<file path="src/rtl/rwt_tag_pkg.sv">
// Field layout, FSM encoding and reserved codes for the in-band tag format.
// The tag inserter uses the same definitions.
package rwt_tag_pkg;

  typedef enum logic [1:0] {
    ST_IDLE  = 2'd0,
    ST_ESC   = 2'd1,
    ST_CHAIN = 2'd2
  } tag_state_e;

  // Tag type 0, value 0, MORE 0 after an escape means "literal escape word".
  localparam int LIT_ESC_CODE = 0;

  function automatic int tag_width(input int dwidth, input int type_width);
    return dwidth - 1 - type_width;
  endfunction

  function automatic int more_bit(input int dwidth);
    return dwidth - 1;
  endfunction

  function automatic int type_lsb(input int dwidth, input int type_width);
    return tag_width(dwidth, type_width);
  endfunction

endpackage

</file>
<file path="src/rtl/rwt_tag_extract_outreg.sv">
// Single register slice for the decoded output item {data, tag_valid, tag_type, last}.
// A load without emit consumes an input word but leaves the slice empty.
module rwt_tag_extract_outreg #(
  parameter int DWIDTH     = 64,
  parameter int TYPE_WIDTH = 7
) (
  input  logic                  clk,
  input  logic                  reset,
  input  logic                  load,
  input  logic                  emit,
  input  logic [DWIDTH-1:0]     in_data,
  input  logic                  in_tag_valid,
  input  logic [TYPE_WIDTH-1:0] in_tag_type,
  input  logic                  in_last,
  input  logic                  out_ready,
  output logic                  out_valid,
  output logic [DWIDTH-1:0]     out_data,
  output logic                  out_tag_valid,
  output logic [TYPE_WIDTH-1:0] out_tag_type,
  output logic                  out_last
);

  always_ff @(posedge clk) begin
    if (reset) begin
      out_valid     <= 1'b0;
      out_data      <= '0;
      out_tag_valid <= 1'b0;
      out_tag_type  <= '0;
      out_last      <= 1'b0;
    end else if (load) begin
      out_valid <= emit;
      // Payload only changes on an emitting load, so it holds while stalled.
      if (emit) begin
        out_data      <= in_data;
        out_tag_valid <= in_tag_valid;
        out_tag_type  <= in_tag_type;
        out_last      <= in_last;
      end
    end else if (out_ready) begin
      out_valid <= 1'b0;
    end
  end

endmodule

</file>
<file path="src/rtl/rwt_tag_extract.sv">
// Strips escape words from an escaped stream, restores literal escape words and
// decodes in-band tag words into sideband tag_valid/tag_type.
module rwt_tag_extract
  import rwt_tag_pkg::*;
#(
  parameter int DWIDTH     = 64,
  parameter int TYPE_WIDTH = 7
) (
  input  logic                  clk,
  input  logic                  reset,
  input  logic                  use_tags,
  input  logic [DWIDTH-1:0]     tag_escape,
  output logic                  s_axi_ready,
  input  logic                  s_axi_valid,
  input  logic [DWIDTH-1:0]     s_axi_data,
  input  logic                  s_axi_last,
  input  logic                  m_axi_ready,
  output logic                  m_axi_valid,
  output logic [DWIDTH-1:0]     m_axi_data,
  output logic                  m_axi_tag_valid,
  output logic [TYPE_WIDTH-1:0] m_axi_tag_type,
  output logic                  m_axi_last,
  output logic                  protocol_error
);

  localparam int TAG_WIDTH = tag_width(DWIDTH, TYPE_WIDTH);
  localparam int MORE_BIT  = more_bit(DWIDTH);
  localparam int TYPE_LSB  = type_lsb(DWIDTH, TYPE_WIDTH);

  tag_state_e state_reg, state_next;
  logic       accept;
  logic       word_is_esc, word_is_lit, take_tag, err_next;
  logic       emit_next, tag_valid_next, last_next;
  logic [DWIDTH-1:0]     data_next;
  logic [TYPE_WIDTH-1:0] tag_type_next;
  logic                  field_more;
  logic [TYPE_WIDTH-1:0] field_type;
  logic [TAG_WIDTH-1:0]  field_value;

  assign s_axi_ready = ~m_axi_valid | m_axi_ready;
  assign accept      = s_axi_valid & s_axi_ready;

  assign word_is_esc = (s_axi_data == tag_escape);
  assign word_is_lit = (s_axi_data == DWIDTH'(LIT_ESC_CODE));
  assign field_more  = s_axi_data[MORE_BIT];
  assign field_type  = s_axi_data[TYPE_LSB +: TYPE_WIDTH];
  assign field_value = s_axi_data[0 +: TAG_WIDTH];

  always_comb begin
    emit_next      = 1'b1;
    data_next      = s_axi_data;
    tag_valid_next = 1'b0;
    tag_type_next  = '0;
    last_next      = s_axi_last;
    state_next     = state_reg;
    err_next       = 1'b0;
    take_tag       = 1'b0;
    if (!use_tags) begin
      state_next = ST_IDLE;
    end else begin
      case (state_reg)
        ST_IDLE: begin
          if (word_is_esc) begin
            emit_next = 1'b0;
            // An escape cannot end a packet: nothing follows to complete it.
            if (s_axi_last) err_next = 1'b1;
            else            state_next = ST_ESC;
          end
        end
        ST_ESC: begin
          if (word_is_lit) begin
            data_next  = tag_escape;
            state_next = ST_IDLE;
          end else begin
            take_tag = 1'b1;
          end
        end
        ST_CHAIN: take_tag = 1'b1;
        default:  state_next = ST_IDLE;
      endcase
      if (take_tag) begin
        data_next      = DWIDTH'(field_value);
        tag_valid_next = 1'b1;
        tag_type_next  = field_type;
        if (field_more && !s_axi_last) begin
          last_next  = 1'b0;
          state_next = ST_CHAIN;
        end else begin
          // A chain cut short by packet end still delivers its last tag.
          err_next   = field_more;
          state_next = ST_IDLE;
        end
      end
    end
  end

  always_ff @(posedge clk) begin
    if (reset) begin
      state_reg      <= ST_IDLE;
      protocol_error <= 1'b0;
    end else begin
      protocol_error <= accept & err_next;
      if (accept || !use_tags) state_reg <= state_next;
    end
  end

  rwt_tag_extract_outreg #(
    .DWIDTH     (DWIDTH),
    .TYPE_WIDTH (TYPE_WIDTH)
  ) u_outreg (
    .clk           (clk),
    .reset         (reset),
    .load          (accept),
    .emit          (emit_next),
    .in_data       (data_next),
    .in_tag_valid  (tag_valid_next),
    .in_tag_type   (tag_type_next),
    .in_last       (last_next),
    .out_ready     (m_axi_ready),
    .out_valid     (m_axi_valid),
    .out_data      (m_axi_data),
    .out_tag_valid (m_axi_tag_valid),
    .out_tag_type  (m_axi_tag_type),
    .out_last      (m_axi_last)
  );

endmodule

</file>
<file path="config.mk">
export PLATFORM = sky130hd
export DESIGN_NAME = rwt_tag_extract
export DESIGN_NICKNAME = d
export VERILOG_FILES = /design/src/rtl/rwt_tag_pkg.sv /design/src/rtl/rwt_tag_extract_outreg.sv /design/src/rtl/rwt_tag_extract.sv
export SDC_FILE = /design/constraint.sdc
export NUM_CORES = 1
export LEC_CHECK = 0
export ABC_CLOCK_PERIOD_IN_PS = 3390
export CORE_ASPECT_RATIO = 1.4
export CORE_MARGIN = 4
export CORE_UTILIZATION = 43
export DETAILED_ROUTE_END_ITERATION = 10
export GPL_TIMING_DRIVEN = 0
export HOLD_SLACK_MARGIN = 0.1
export PLACE_DENSITY_LB_ADDON = 0.25
export SLEW_MARGIN = 20
export SYNTH_ARGS = -nofsm -noshare
export SYNTH_HDL_FRONTEND = slang
export SYNTH_SLANG_ARGS = --single-unit
</file>
<file path="constraint.sdc">
create_clock -name clk -period 3.39 [get_ports clk]
set_input_delay 0.5085 -clock clk [delete_from_list [all_inputs] [get_ports clk]]
set_output_delay 0.5085 -clock clk [all_outputs]
set_load 0.01 [all_outputs]
</file>
After elaboration in Yosys (flattened, before gate mapping)
Cells that the tools add are included.

operators by class
  reductions and logical operators = 9
  muxes and demuxes = 32
  bitwise logic cells = 4
  eq/ne operators = 7

operators with widths
  kind                  count
  $mux W64              4
  $eq A64 B64 Y1        1
  $logic_not A64 Y1     1
  $mux W1               18
  $mux W7               2
  $mux W2               6
  $ne A4 B4 Y1 const B  3
  $pmux W2 S3           1
  $reduce_and A5 Y1     1
  $ne A3 B3 Y1 const B  1
  $and A1 B1 Y1         2
  $eq A2 B1 Y1 const B  1
  $eq A2 B2 Y1 const B  1
  $logic_not A1 Y1      2
  $logic_not A2 Y1      1
  $pmux W1 S2           1
  $reduce_and A2 Y1     1
  $reduce_bool A2 Y1    1
  $logic_and A1 B1 Y1   1
  $logic_or A1 B1 Y1    1
  $not A1 Y1            1
  $or A1 B1 Y1          1

storage, ports and cells
  input bits = 134
  word-level logic and storage cells = 59
  register bits = 77
  output and inout port bits = 76

Logic depth before layout (Yosys ltp)
  depth after elaboration = 7
  gate-level depth with buffers = 9
  depth with buffers taken out = 7

Hierarchy
From an unflattened synthesis, not the netlist that was laid out.

second synthesis, totals
  cell total of the unflattened synthesis = 564
  area, all modules = 4921.0 sq um

by module, submodules not included
  module                  area each (sq um)  cells each  times used  sequential area each (sq um)
  rwt_tag_extract_outreg  3148.0             336         1           1481.4
  rwt_tag_extract         1773.0             228         1           60.1

Least setup slack after synthesis
No wires, ideal clock.

  kind = input-to-reg
  start = in s_axi_data[5]
  end = reg u_outreg.out_data[6]
  library setup time = 0.087 ns
  path slack = 0.970 ns
  stages = 7
  data required time = 3.303 ns
  arrival = 2.333 ns
  buffers on the path = 1
  path through = nor4_1 -> nand4_1 -> or4_4 -> a211oi_4 -> buf_6 -> a21oi_1 -> a211oi_1

on the way
  cells in the longest elaborated chain, start to end = 6
  elaborated cells between the ends (all ways) = 13
  classes of those cells = eq/ne (1); mux (10); reduce/logical (2)

ends and longest elaborated chain
  element                 line                          RTL
  start: declaration      rwt_tag_extract.sv:15         input logic [DWIDTH-1:0] s_axi_data,
  $logic_not A64 Y1       rwt_tag_extract.sv:44         assign word_is_lit = (s_axi_data == DWIDTH'(LIT_ESC_CODE));
  $mux W1                 rwt_tag_extract.sv:71         if (word_is_lit) begin
  $pmux W1 S2             rwt_tag_extract.sv:61         case (state_reg)
  $mux W1                 rwt_tag_extract.sv:58         if (!use_tags) begin
  $mux W64                rwt_tag_extract.sv:81         if (take_tag) begin
  $mux W64                rwt_tag_extract.sv:58
  end signal: assignment  rwt_tag_extract_outreg.sv:34  out_data <= in_data;
  end: declaration        rwt_tag_extract_outreg.sv:17  output logic [DWIDTH-1:0] out_data,

Several ways; a longest one is shown, not always the timed one. The select of a mux whose other input is x is not followed.
A chain may end at the register's enable or synchronous reset.

Worst setup path in the final report
  start = in s_axi_data[56]
  end = reg u_outreg.out_data[9]

Same word-level chain as after synthesis.

==> flow_metrics.env <==
export IMPL_min_from="u_outreg.out_data[61]$_SDFFE_PP0P_"
export IMPL_cts_root_buf="clkbuf_16"
export IMPL_drc=0
export IMPL_dp_cells=769
export IMPL_ctsResizeCount=0
export IMPL_diodes=0
export IMPL_cts_setup_buffers=0
export IMPL_ys_types=30
export IMPL_routed_wl_um=16600
export IMPL_p_comb_share_pct=25.0
export IMPL_grt_start_max_net_pins=12
export IMPL_via_count=4547
export IMPL_area_delta_synth_final_pct=61.7
export IMPL_r2r_start="state_reg[1]$_SDFFE_PP0P_"
export IMPL_synth_seq_cells=77
export IMPL_endpoint_kind="register"
export IMPL_fin_crit_sh_pct=97.7
export IMPL_hold_buffers=0
export IMPL_yosysSeqAreaShare_pct=37.6
export IMPL_worst_skew_pair_late_latency_ns=0.33
export IMPL_cts_max_level=3
export IMPL_drv_cap=0
export IMPL_std_cell_rows=41
export IMPL_skew_ns=0.00710
export IMPL_critPathMaxFanout=10
export IMPL_leakage_nw=2.40
export IMPL_initial_utilization_pct=44.6
export IMPL_drv_slew=0
export IMPL_met2_length_um=8570
export IMPL_dpl_cell_area_um2=6310
export IMPL_yosysWarningCount=0
export IMPL_fin_util_pct=72.1
export IMPL_avgSynthCellArea_um2=9.03
export IMPL_vias_per_cell=5.81
export IMPL_outcome="complete, no violations"
export IMPL_path_clk_slew_ns=0.06
export IMPL_switching_share_pct=27.2
export IMPL_reg2reg_slack_ns=1.09
export IMPL_syn_area_um2=4100
export IMPL_die_y_um=124
export IMPL_synth_top_family_by_area="compound AO/OA/AOI/OAI gates"
export IMPL_internal_power_mw=1.88
export IMPL_crit_type="in2reg"
export IMPL_overflow=0
export IMPL_fin_tns_setup_ns=0
export IMPL_cts_sink_count=77
export IMPL_core_area_um2=9180
export IMPL_drt_iter0_drc=278
export IMPL_routedWlPerCell_um=21.2
export IMPL_power_density_nw_per_um2=391
export IMPL_antenna_found_initial=0
export IMPL_holdWs_ns=0.462
export IMPL_dr_wl_met3_um=1360
export IMPL_grt_pass1_vias=4628
export IMPL_top_layer_used="met4"
export IMPL_max_clock_freq_mhz=302
export IMPL_cp_start_kind="primary input"
export IMPL_synth_xor_area_share_pct=13.7
export IMPL_cts_buffers=9
export IMPL_hpwl_um=13300
export IMPL_setup_ws_ns=0.0788
export IMPL_syn_num_nets=592
export IMPL_cts_tree="yes"
export IMPL_ir_worst_vdd_v=0.000280
export IMPL_drt_met1_wl_um=5990
export IMPL_hold_path_class="reg2reg"
export IMPL_design_area_um2=6630
export IMPL_synth_compound_area_share_pct=27.5
export IMPL_p_total_mw=2.59
export IMPL_tightest_slew_ns=0.691
export IMPL_portBuffers=208
export IMPL_ant_nets=0
export IMPL_hold_viol=0
export IMPL_chipWidth_um=90.5
export IMPL_p_switching_mw=0.704
export IMPL_die_area_um2=11200
export IMPL_synth_cells=454
export IMPL_clockBufferDepth=2
export IMPL_pre_cts_ws_ns=-0.305
export IMPL_min_period_ns=3.31
export IMPL_arrival_ns=3.54
export IMPL_cp_required_ns=3.62
export IMPL_grtUsageTotal_pct=28.6
export IMPL_cp_startpoint="s_axi_data[56]"
export IMPL_first_pass_iters=6
export IMPL_yosys_area_share_adder_pct=1.22
export IMPL_synth_simple_gate_area_share_pct=15.3
export IMPL_largest_register_ffs=64
export IMPL_top_level_ports=210
export IMPL_rsz0062_at_grt="false"
export IMPL_fin_cells=783
export IMPL_seqPwrFrac_pct=38.6
export IMPL_gp_congestion=0.901
export IMPL_muxShareOfSynthArea_pct=0.489
export IMPL_setup_violations=0
export IMPL_nets=811
export IMPL_grt_pass1_wl_um=24600
export IMPL_p_clk_share_pct=36.4
export IMPL_layout_drive_gt1_share_pct=10.2
export IMPL_maxSlewHeadroom_pct=53.9
[metal layers]
metal	vias to the layer above	track usage, %
met4	0	14.8
met5	-	0
li1	2107	-
met1	2162	30.9
met2	239	52.3
met3	39	6.15
[kinds of logic (layout without fill, tap and decap cells)]
logic type / Yosys count / in the layout
compound gates: 146 / 146
xor+xnor: 64 / 64
fa+ha+maj: 4 / 4
buf+inv: 33 / 255
flops: 77 / 77
mux: 2 / 2
simple gates: 128 / 128
[worst paths after layout]
path / end / cells past startpoint
setup / recovery: u_outreg.out_data[9]$_SDFFE_PP0P_ / 9
hold / removal: u_outreg.out_data[61]$_SDFFE_PP0P_ / 1
setup reg to reg: u_outreg.out_data[12]$_SDFFE_PP0P_ / 7
hold reg to reg: u_outreg.out_data[61]$_SDFFE_PP0P_ / 1
[cell type report]
| type | instances | area [um2] |
|---|---|---|
| fillers | 705 | 2560 |
| multi-input cells | 344 | 2410 |
| repair buffers | 208 | 2080 |
| flip-flops and latches | 77 | 1540 |
| clock buffers | 12 | 246 |
| plain buffers | 28 | 156 |
| well taps | 107 | 134 |
| clock inverters | 2 | 35.0 |
| inverters | 5 | 18.8 |
[layout by cell type (no fill, tap or decap), types with 5 or more instances in the layout]
master,Yosys,layout
a211oi_1,16,16
a211oi_2,40,40
a21oi_1,67,67
buf_6,6,6
clkbuf_1,18,18
clkbuf_16,0,9
clkbuf_2,0,5
clkdlybuf4s50_1,0,208
dfxtp_1,77,77
nand2_1,13,13
nand3_1,7,7
nand4_1,8,8
nor2_1,59,58
nor4_1,32,30
o21ai_0,9,9
o2bb2ai_1,8,8
xor2_1,64,64
[power by group through the flow]
stage          registers [mW]  logic (mW)  clock network (mW)
5_1_grt                  1.01       0.685               0.979
3_5_place_dp             1.02       0.640                   0
6_report                0.998       0.648               0.942
3_3_place_gp             1.02       0.628                   0
2_1_floorplan            1.04       0.212                   0
4_1_cts                 0.998       0.644               0.944
[worst max-delay path: stages]
cell and delay, ns:
clkdlybuf4s50_1 0.49, xor2_1 0.24, nor4_1 0.46, nand4_1 0.21
nor4_4 0.41, a31oi_1 0.27, clkbuf_2 0.30, clkbuf_1 0.33
a211oi_1 0.31
[Yosys cell counts]
cell type,count,area (um2)
dfxtp_1,77,1540
a21oi_1,67,335
xor2_1,64,561
nor2_1,59,221
a211oi_2,40,500
nor4_1,32,200
clkbuf_1,18,67.6
a211oi_1,16,120
nand2_1,13,48.8
o21ai_0,9,45.0
nand4_1,8,50.1
o2bb2ai_1,8,70.1
nand3_1,7,35.0
buf_6,6,67.6
buf_1,4,15.0
ha_1,4,50.1
inv_1,4,15.0
nand2b_1,3,18.8
a31oi_1,2,12.5
and3b_1,2,17.5
mux2i_1,2,20.0
a211oi_4,1,20.0
clkinv_1,1,3.75
nand3b_1,1,7.51
nor3_1,1,5.00
nor4_2,1,12.5
o211a_1,1,10.0
o211ai_1,1,7.51
o21bai_1,1,7.51
or4_4,1,11.3
Power figures use the tool's default switching activity.
